--- src/rtl/l2_cache_control.sv ---
// Control FSM for the 8-way, 8-set L2 cache datapath: tag check, hit service,
// dirty-victim writeback and line fill, with PLRU update timing.
package l2_cache_control_pkg;
    typedef enum logic [3:0] {
        cpu           = 4'd0,
        dirty_0_write = 4'd1,
        dirty_1_write = 4'd2,
        dirty_2_write = 4'd3,
        dirty_3_write = 4'd4,
        dirty_4_write = 4'd5,
        dirty_5_write = 4'd6,
        dirty_6_write = 4'd7,
        dirty_7_write = 4'd8
    } pmem_addr_mux_sel_t;

    typedef enum logic {
        cacheline_adaptor = 1'b0,
        bus_adaptor       = 1'b1
    } data_in_mux_sel_t;

    typedef enum logic [1:0] {
        idle      = 2'd0,
        load_mem  = 2'd1,
        cpu_write = 2'd2
    } data_write_en_mux_sel_t;
endpackage

module l2_cache_control
    import l2_cache_control_pkg::*;
#(
    parameter int unsigned num_ways = 8,
    parameter int unsigned way_bits = 3
) (
    input  logic                                    clk,
    input  logic                                    rst,
    l2_cache_control_if.master                      bus,
    input  logic                                    hit,
    input  logic [num_ways-1:0]                     way_hit,
    input  logic [num_ways-1:0]                     valid_out,
    input  logic [num_ways-1:0]                     dirty_out,
    input  logic [way_bits-1:0]                     plru,
    output logic [num_ways-1:0]                     way_load,
    output logic [num_ways-1:0]                     valid_load,
    output logic [num_ways-1:0]                     valid_in,
    output logic [num_ways-1:0]                     dirty_load,
    output logic [num_ways-1:0]                     dirty_in,
    output logic                                    lru_load,
    output logic [way_bits-1:0]                     mru,
    output logic [way_bits-1:0]                     way_sel,
    output pmem_addr_mux_sel_t                      pmem_address_sel,
    output data_in_mux_sel_t       [num_ways-1:0]   way_data_in_sel,
    output data_write_en_mux_sel_t [num_ways-1:0]   way_write_en_sel
);
    typedef enum logic [2:0] {
        st_idle,
        st_check,
        st_writeback,
        st_fill,
        st_settle
    } state_t;

    state_t              state;
    state_t              state_n;
    logic [way_bits-1:0] victim_q;
    logic [way_bits-1:0] hit_way_q;
    logic [way_bits-1:0] hit_way_c;
    logic [way_bits-1:0] victim_c;

    // Hit way: lowest set index of way_hit wins
    always_comb begin
        hit_way_c = '0;
        for (int i = num_ways - 1; i >= 0; i--) begin
            if (way_hit[i]) hit_way_c = way_bits'(i);
        end
    end

    // Victim: lowest invalid way, else the PLRU way when the set is full
    always_comb begin
        victim_c = plru;
        for (int i = num_ways - 1; i >= 0; i--) begin
            if (!valid_out[i]) victim_c = way_bits'(i);
        end
    end

    // State register
    always_ff @(posedge clk) begin
        if (rst) state <= st_idle;
        else     state <= state_n;
    end

    // Latched hit way (default read-mux select) and latched victim
    always_ff @(posedge clk) begin
        if (rst) begin
            victim_q  <= '0;
            hit_way_q <= '0;
        end else if (state == st_check) begin
            if (hit) hit_way_q <= hit_way_c;
            else     victim_q  <= victim_c;
        end
    end

    // Next-state logic
    always_comb begin
        state_n = state;
        case (state)
            st_idle:      if (bus.mem_read || bus.mem_write) state_n = st_check;
            st_check: begin
                if (hit)                                          state_n = st_idle;
                else if (valid_out[victim_c] && dirty_out[victim_c]) state_n = st_writeback;
                else                                              state_n = st_fill;
            end
            st_writeback: if (bus.pmem_resp) state_n = st_fill;
            st_fill:      if (bus.pmem_resp) state_n = st_settle;
            st_settle:    state_n = st_check;
            default:      state_n = st_idle;
        endcase
    end

    // Output logic: datapath selects, array loads and handshakes per state
    always_comb begin
        bus.mem_resp     = 1'b0;
        bus.pmem_read    = 1'b0;
        bus.pmem_write   = 1'b0;
        way_load         = '0;
        valid_load       = '0;
        valid_in         = '0;
        dirty_load       = '0;
        dirty_in         = '0;
        lru_load         = 1'b0;
        mru              = '0;
        way_sel          = hit_way_q;
        pmem_address_sel = cpu;
        for (int i = 0; i < num_ways; i++) begin
            way_data_in_sel[i]  = cacheline_adaptor;
            way_write_en_sel[i] = idle;
        end
        case (state)
            st_check: begin
                if (hit) begin
                    bus.mem_resp = 1'b1;
                    lru_load     = 1'b1;
                    mru          = hit_way_c;
                    if (bus.mem_write) begin
                        way_data_in_sel[hit_way_c]  = bus_adaptor;
                        way_write_en_sel[hit_way_c] = cpu_write;
                        dirty_load[hit_way_c]       = 1'b1;
                        dirty_in[hit_way_c]         = 1'b1;
                    end else begin
                        way_sel = hit_way_c;
                    end
                end
            end
            st_writeback: begin
                bus.pmem_write   = 1'b1;
                pmem_address_sel = pmem_addr_mux_sel_t'(4'(victim_q) + 4'd1);
            end
            st_fill: begin
                bus.pmem_read = 1'b1;
                if (bus.pmem_resp) begin
                    way_data_in_sel[victim_q]  = cacheline_adaptor;
                    way_write_en_sel[victim_q] = load_mem;
                    way_load[victim_q]         = 1'b1;
                    valid_load[victim_q]       = 1'b1;
                    valid_in[victim_q]         = 1'b1;
                    dirty_load[victim_q]       = 1'b1;
                end
            end
            default: ;
        endcase
    end
endmodule

--- src/rtl/l2_cache_control_if.sv ---
// Handshake bundle: upstream request/response and physical-memory line port.
interface l2_cache_control_if;
    logic mem_read;
    logic mem_write;
    logic mem_resp;
    logic pmem_read;
    logic pmem_write;
    logic pmem_resp;

    // Controller side
    modport master (
        input  mem_read, mem_write, pmem_resp,
        output mem_resp, pmem_read, pmem_write
    );

    // Environment side (upstream requester plus memory)
    modport slave (
        output mem_read, mem_write, pmem_resp,
        input  mem_resp, pmem_read, pmem_write
    );
endinterface

--- src/flat_wrapper.sv ---
// flat-port wrapper written by rule: the top's interface ports become plain ports
module l2_cache_control_flat import l2_cache_control_pkg::*;
#(
    parameter int unsigned num_ways = 8,
    parameter int unsigned way_bits = 3
)
  (clk, rst, hit, way_hit, valid_out, dirty_out, plru, way_load, valid_load, valid_in, dirty_load, dirty_in, lru_load, mru, way_sel, pmem_address_sel, way_data_in_sel, way_write_en_sel, bus_mem_read, bus_mem_write, bus_pmem_resp, bus_mem_resp, bus_pmem_read, bus_pmem_write);
  l2_cache_control_if bus_i ();
  input  logic clk;
  input  logic rst;
  input  logic hit;
  input  logic [num_ways-1:0] way_hit;
  input  logic [num_ways-1:0] valid_out;
  input  logic [num_ways-1:0] dirty_out;
  input  logic [way_bits-1:0] plru;
  output logic [num_ways-1:0] way_load;
  output logic [num_ways-1:0] valid_load;
  output logic [num_ways-1:0] valid_in;
  output logic [num_ways-1:0] dirty_load;
  output logic [num_ways-1:0] dirty_in;
  output logic lru_load;
  output logic [way_bits-1:0] mru;
  output logic [way_bits-1:0] way_sel;
  output pmem_addr_mux_sel_t pmem_address_sel;
  output data_in_mux_sel_t       [num_ways-1:0] way_data_in_sel;
  output data_write_en_mux_sel_t [num_ways-1:0] way_write_en_sel;
  input wire logic [$bits(bus_i.mem_read)-1:0] bus_mem_read;
  input wire logic [$bits(bus_i.mem_write)-1:0] bus_mem_write;
  input wire logic [$bits(bus_i.pmem_resp)-1:0] bus_pmem_resp;
  output wire logic [$bits(bus_i.mem_resp)-1:0] bus_mem_resp;
  output wire logic [$bits(bus_i.pmem_read)-1:0] bus_pmem_read;
  output wire logic [$bits(bus_i.pmem_write)-1:0] bus_pmem_write;
  assign bus_i.mem_read = bus_mem_read;
  assign bus_i.mem_write = bus_mem_write;
  assign bus_i.pmem_resp = bus_pmem_resp;
  assign bus_mem_resp = bus_i.mem_resp;
  assign bus_pmem_read = bus_i.pmem_read;
  assign bus_pmem_write = bus_i.pmem_write;
  l2_cache_control #(.num_ways(num_ways), .way_bits(way_bits)) u_core (.clk(clk), .rst(rst), .bus(bus_i), .hit(hit), .way_hit(way_hit), .valid_out(valid_out), .dirty_out(dirty_out), .plru(plru), .way_load(way_load), .valid_load(valid_load), .valid_in(valid_in), .dirty_load(dirty_load), .dirty_in(dirty_in), .lru_load(lru_load), .mru(mru), .way_sel(way_sel), .pmem_address_sel(pmem_address_sel), .way_data_in_sel(way_data_in_sel), .way_write_en_sel(way_write_en_sel));
endmodule
--- config.mk ---
export PLATFORM = sky130hd
export DESIGN_NAME = l2_cache_control_flat
export DESIGN_NICKNAME = d
export VERILOG_FILES = /design/src/rtl/l2_cache_control.sv /design/src/rtl/l2_cache_control_if.sv /design/src/flat_wrapper.sv
export SDC_FILE = /design/constraint.sdc
export NUM_CORES = 1
export LEC_CHECK = 0
export CAP_MARGIN = 0
export CORE_ASPECT_RATIO = 0.9
export CORE_UTILIZATION = 35
export CTS_CLUSTER_SIZE = 12
export DETAILED_ROUTE_END_ITERATION = 8
export PLACE_DENSITY_LB_ADDON = 0.15
export SYNTH_ARGS = -nofsm -noshare
export SYNTH_HDL_FRONTEND = slang
export SYNTH_SLANG_ARGS = --single-unit
--- constraint.sdc ---
create_clock -name clk -period 6.88 [get_ports clk]
set_clock_uncertainty 0.2 [all_clocks]
set_input_delay 1.376 -clock clk [delete_from_list [all_inputs] [get_ports clk]]
set_output_delay 1.376 -clock clk [all_outputs]
set_load 0.02 [all_outputs]
==> flow_summary.toml <==
[die]
placement_rows = 20
ioPinCount = 111
dieArea_um2 = 3940
die-width_um = 66.1
die_h_um = 59.7
start_util_pct = 37.4
core-area_um2 = 3450

[logic_synthesis]
synthAdderAreaFrac_pct = 0.968
synthTopCellsByCount = "38 x nor2_1, 26 x buf_4, 15 x nand2_1, 11 x inv_1"
synthCells = 197
yosysTopAreaCell = "buf_4"
synth_cell_types = 50
synth_top_family_by_area = "simple AND/OR/NAND/NOR gates"
synth.most_common_cell = "nor2_1"
syn_area_um2 = 1290
synth_top_area_share_pct = 15.1
synth-simple-area-share_pct = 36.0
synthMuxAreaShare_pct = 2.61
synth_xor_area_share_pct = 1.36
synth_edf_count = 0
yosysWarnings = 0
postSynthNetCount = 231
synth_seq_cells = 9
synth-compound-area-share_pct = 23.8
ys.flop_type = "dfxtp_1"
yosysSeqAreaShare_pct = 13.9
avgSynthCellArea_um2 = 6.56
postSynth.asyncResetShare_pct = 0
synthTopCellsByArea = "buf_4 15%, dfxtp_1 14%, nor2_1 11%"

[timing]
tns_ps = 0
timing.fmax_ghz = 0.180
period_share_pct = 80.6
setup_viol_count_final = 0
post-route-min-period_ps = 5550
rsz0062_at_grt = "no"
slew_violations = 0
relSlewSlack_pct = 45.6
hold_ws_ps = 252
timing.final.ws_setup_ps = 1330
tightest_slew_ps = 816
hold_violations = 0

[clock_network]
cts_tree = "built"
cts-resized-gates = 0
cts_sinks = 9
clk_pin_slew_worst_paths_ps = 40
post_cts.repair.setup_buffers = 0
cts_made_buffers = 3
cts.hold.buffers_added = 0
cts_root_buffer = "clkbuf_8"
cts_buffer_depth = 2
clk_latency_ps = 230
cts_max_level = 1

[global_routing]
grt_pass1_wl_um = 6180
gr-total-overflow = 0
gr-usage-all-layers_pct = 20.0
antenna_found_initial = 0
grt_pass1_vias = 1299
grt_max_degree = 12

[route]
drt_iter0_drc = 75
num_vias = 1618
drtAntennaViolNets = 0
routedWlPerCell_um = 12.9
via_per_inst = 5.06
dr.pass1.iters = 4
drt-total-wl_um = 4130
drc_errors = 0

[critical_path]
reg2reg_slack_ps = 5080
reg2reg_depth = 5
critPathArrivalTime_ps = 3970
critPathLaunchType = "input pin"
reg2reg_to = "u_core.state[0]$_SDFFE_PP0P_"
r2r-start = "u_core.state[0]$_SDFFE_PP0P_"
end_kind = "output pin"
criticalPathCategory = "input pin to output pin"
cp.required_ps = 5300
path_max_fanout = 7

[power]
p_per_area_nw_per_um2 = 91.1
p_leak_nw = 0.844
vdd_drop_max_mv = 0.124

[placed_design]
portBuffers = 110
hpwl_um = 3470
place_worst_setup_slack_ps = 1320
place_congestion = 0.838

[run]
max_cap_violations = 0

[cells_and_area]
nets = 311
seqCellArea_um2 = 180
fillers = 330
multiInputGateArea_um2 = 837
synthToLayoutAreaGrowth_pct = 75.1
drive_gt1_share_pct = 4.35
diodes = 0

[worst_hold_path]
hold_depth = 2
hold_path.startpoint = "u_core.hit_way_q[1]$_SDFFE_PP0P_"
min_to = "u_core.hit_way_q[1]$_SDFFE_PP0P_"
hp-class = "register to register"

[run_status]
outcome = "completed"
==> per-stage QoR <==
stage                     instances  instance area (um^2)  utilization [%]  power [mW]
after global routing            320                  2260             65.5       0.217
after floorplan                 197                  1290                -       0.105
after CTS                       320                  2260             65.5       0.207
final                           320                  2260             65.5       0.206
after global placement          316                  2220             64.2       0.146
after detailed placement        316                  2220             64.2       0.146
==> cells in the final DEF (no fill, tap or decap), drive strengths merged, types with 2 or more instances in the layout <==
| master | count |
|---|---|
| or2 | 3 |
| and2 | 4 |
| nand4 | 2 |
| inv | 12 |
| nor3b | 2 |
| dfxtp | 9 |
| or4 | 2 |
| clkdlybuf4s50 | 110 |
| a21boi | 2 |
| o21bai | 2 |
| a21oi | 9 |
| o22ai | 6 |
| xnor2 | 2 |
| a211oi | 2 |
| nor3 | 7 |
| mux2 | 3 |
| nand3 | 4 |
| clkbuf | 4 |
| nor2 | 38 |
| o21ai | 6 |
| nand3b | 2 |
| a2111oi | 2 |
| o2111a | 2 |
| o2111ai | 2 |
| nand2b | 5 |
| or3 | 4 |
| nand2 | 15 |
==> cell type report <==
cell class	instances	area share, %
multi-input combinational	141	37.0
inverter	12	1.99
clock buffer	4	1.99
sequential	9	7.96
tap	44	2.43
timing repair buffer	110	48.6
==> cell families after synthesis <==
| kind of cell | Yosys count |
|---|---|
| multiplexers | 3 |
| flip-flops | 9 |
| AND/OR/NAND/NOR | 93 |
| AO/OA/AOI/OAI | 42 |
| buffers and inverters | 47 |
| adder cells (fa/ha/maj) | 1 |
| XOR/XNOR | 2 |
==> state kept, by name (all words and copies together) (netlist names) <==
| name | cells |
|---|---|
| u_core.hit_way_q | 3 |
| u_core.state | 3 |
| u_core.victim_q | 3 |
==> worst max path at each step <==
stage | startpoint | to | slack, ps | depth (start not counted)
2_1_floorplan | hit | way_data_in_sel[6] | 2110 | 9
3_3_place_gp | hit | dirty_in[6] | 1370 | 8
3_5_place_dp | hit | way_data_in_sel[6] | 1320 | 8
4_1_cts | hit | way_data_in_sel[6] | 1330 | 8
5_1_grt | hit | way_data_in_sel[6] | 1190 | 8
6_report | hit | way_data_in_sel[6] | 1330 | 8
==> where the power goes <==
| part | leakage [nW] | switching (mW) | total [mW] | internal [mW] |
|---|---|---|---|---|
| Clock | 0.0228 | 0.0205 | 0.0609 | 0.0403 |
| Sequential | 0.0731 | 0.00399 | 0.0591 | 0.0551 |
| Combinational | 0.748 | 0.0420 | 0.0862 | 0.0441 |
==> layer usage <==
metal | GRT usage [%] | wire, um | vias up
li1 | - | - | 821
met1 | 27.9 | 1860 | 729
met2 | 33.5 | 1980 | 66
met3 | 2.67 | 282 | 2
met4 | 2.74 | 8 | 0
met5 | 0 | 0 | -
==> critical path, cell delays in order <==
cell and delay [ps]:
clkdlybuf4s50_1 530, nand3b_4 130, inv_2 90, nand2_1 80, or3_1 390, or4_1 560
nor2_1 180, clkdlybuf4s50_1 620
Note: power is estimated with default switching activity, not from simulation.
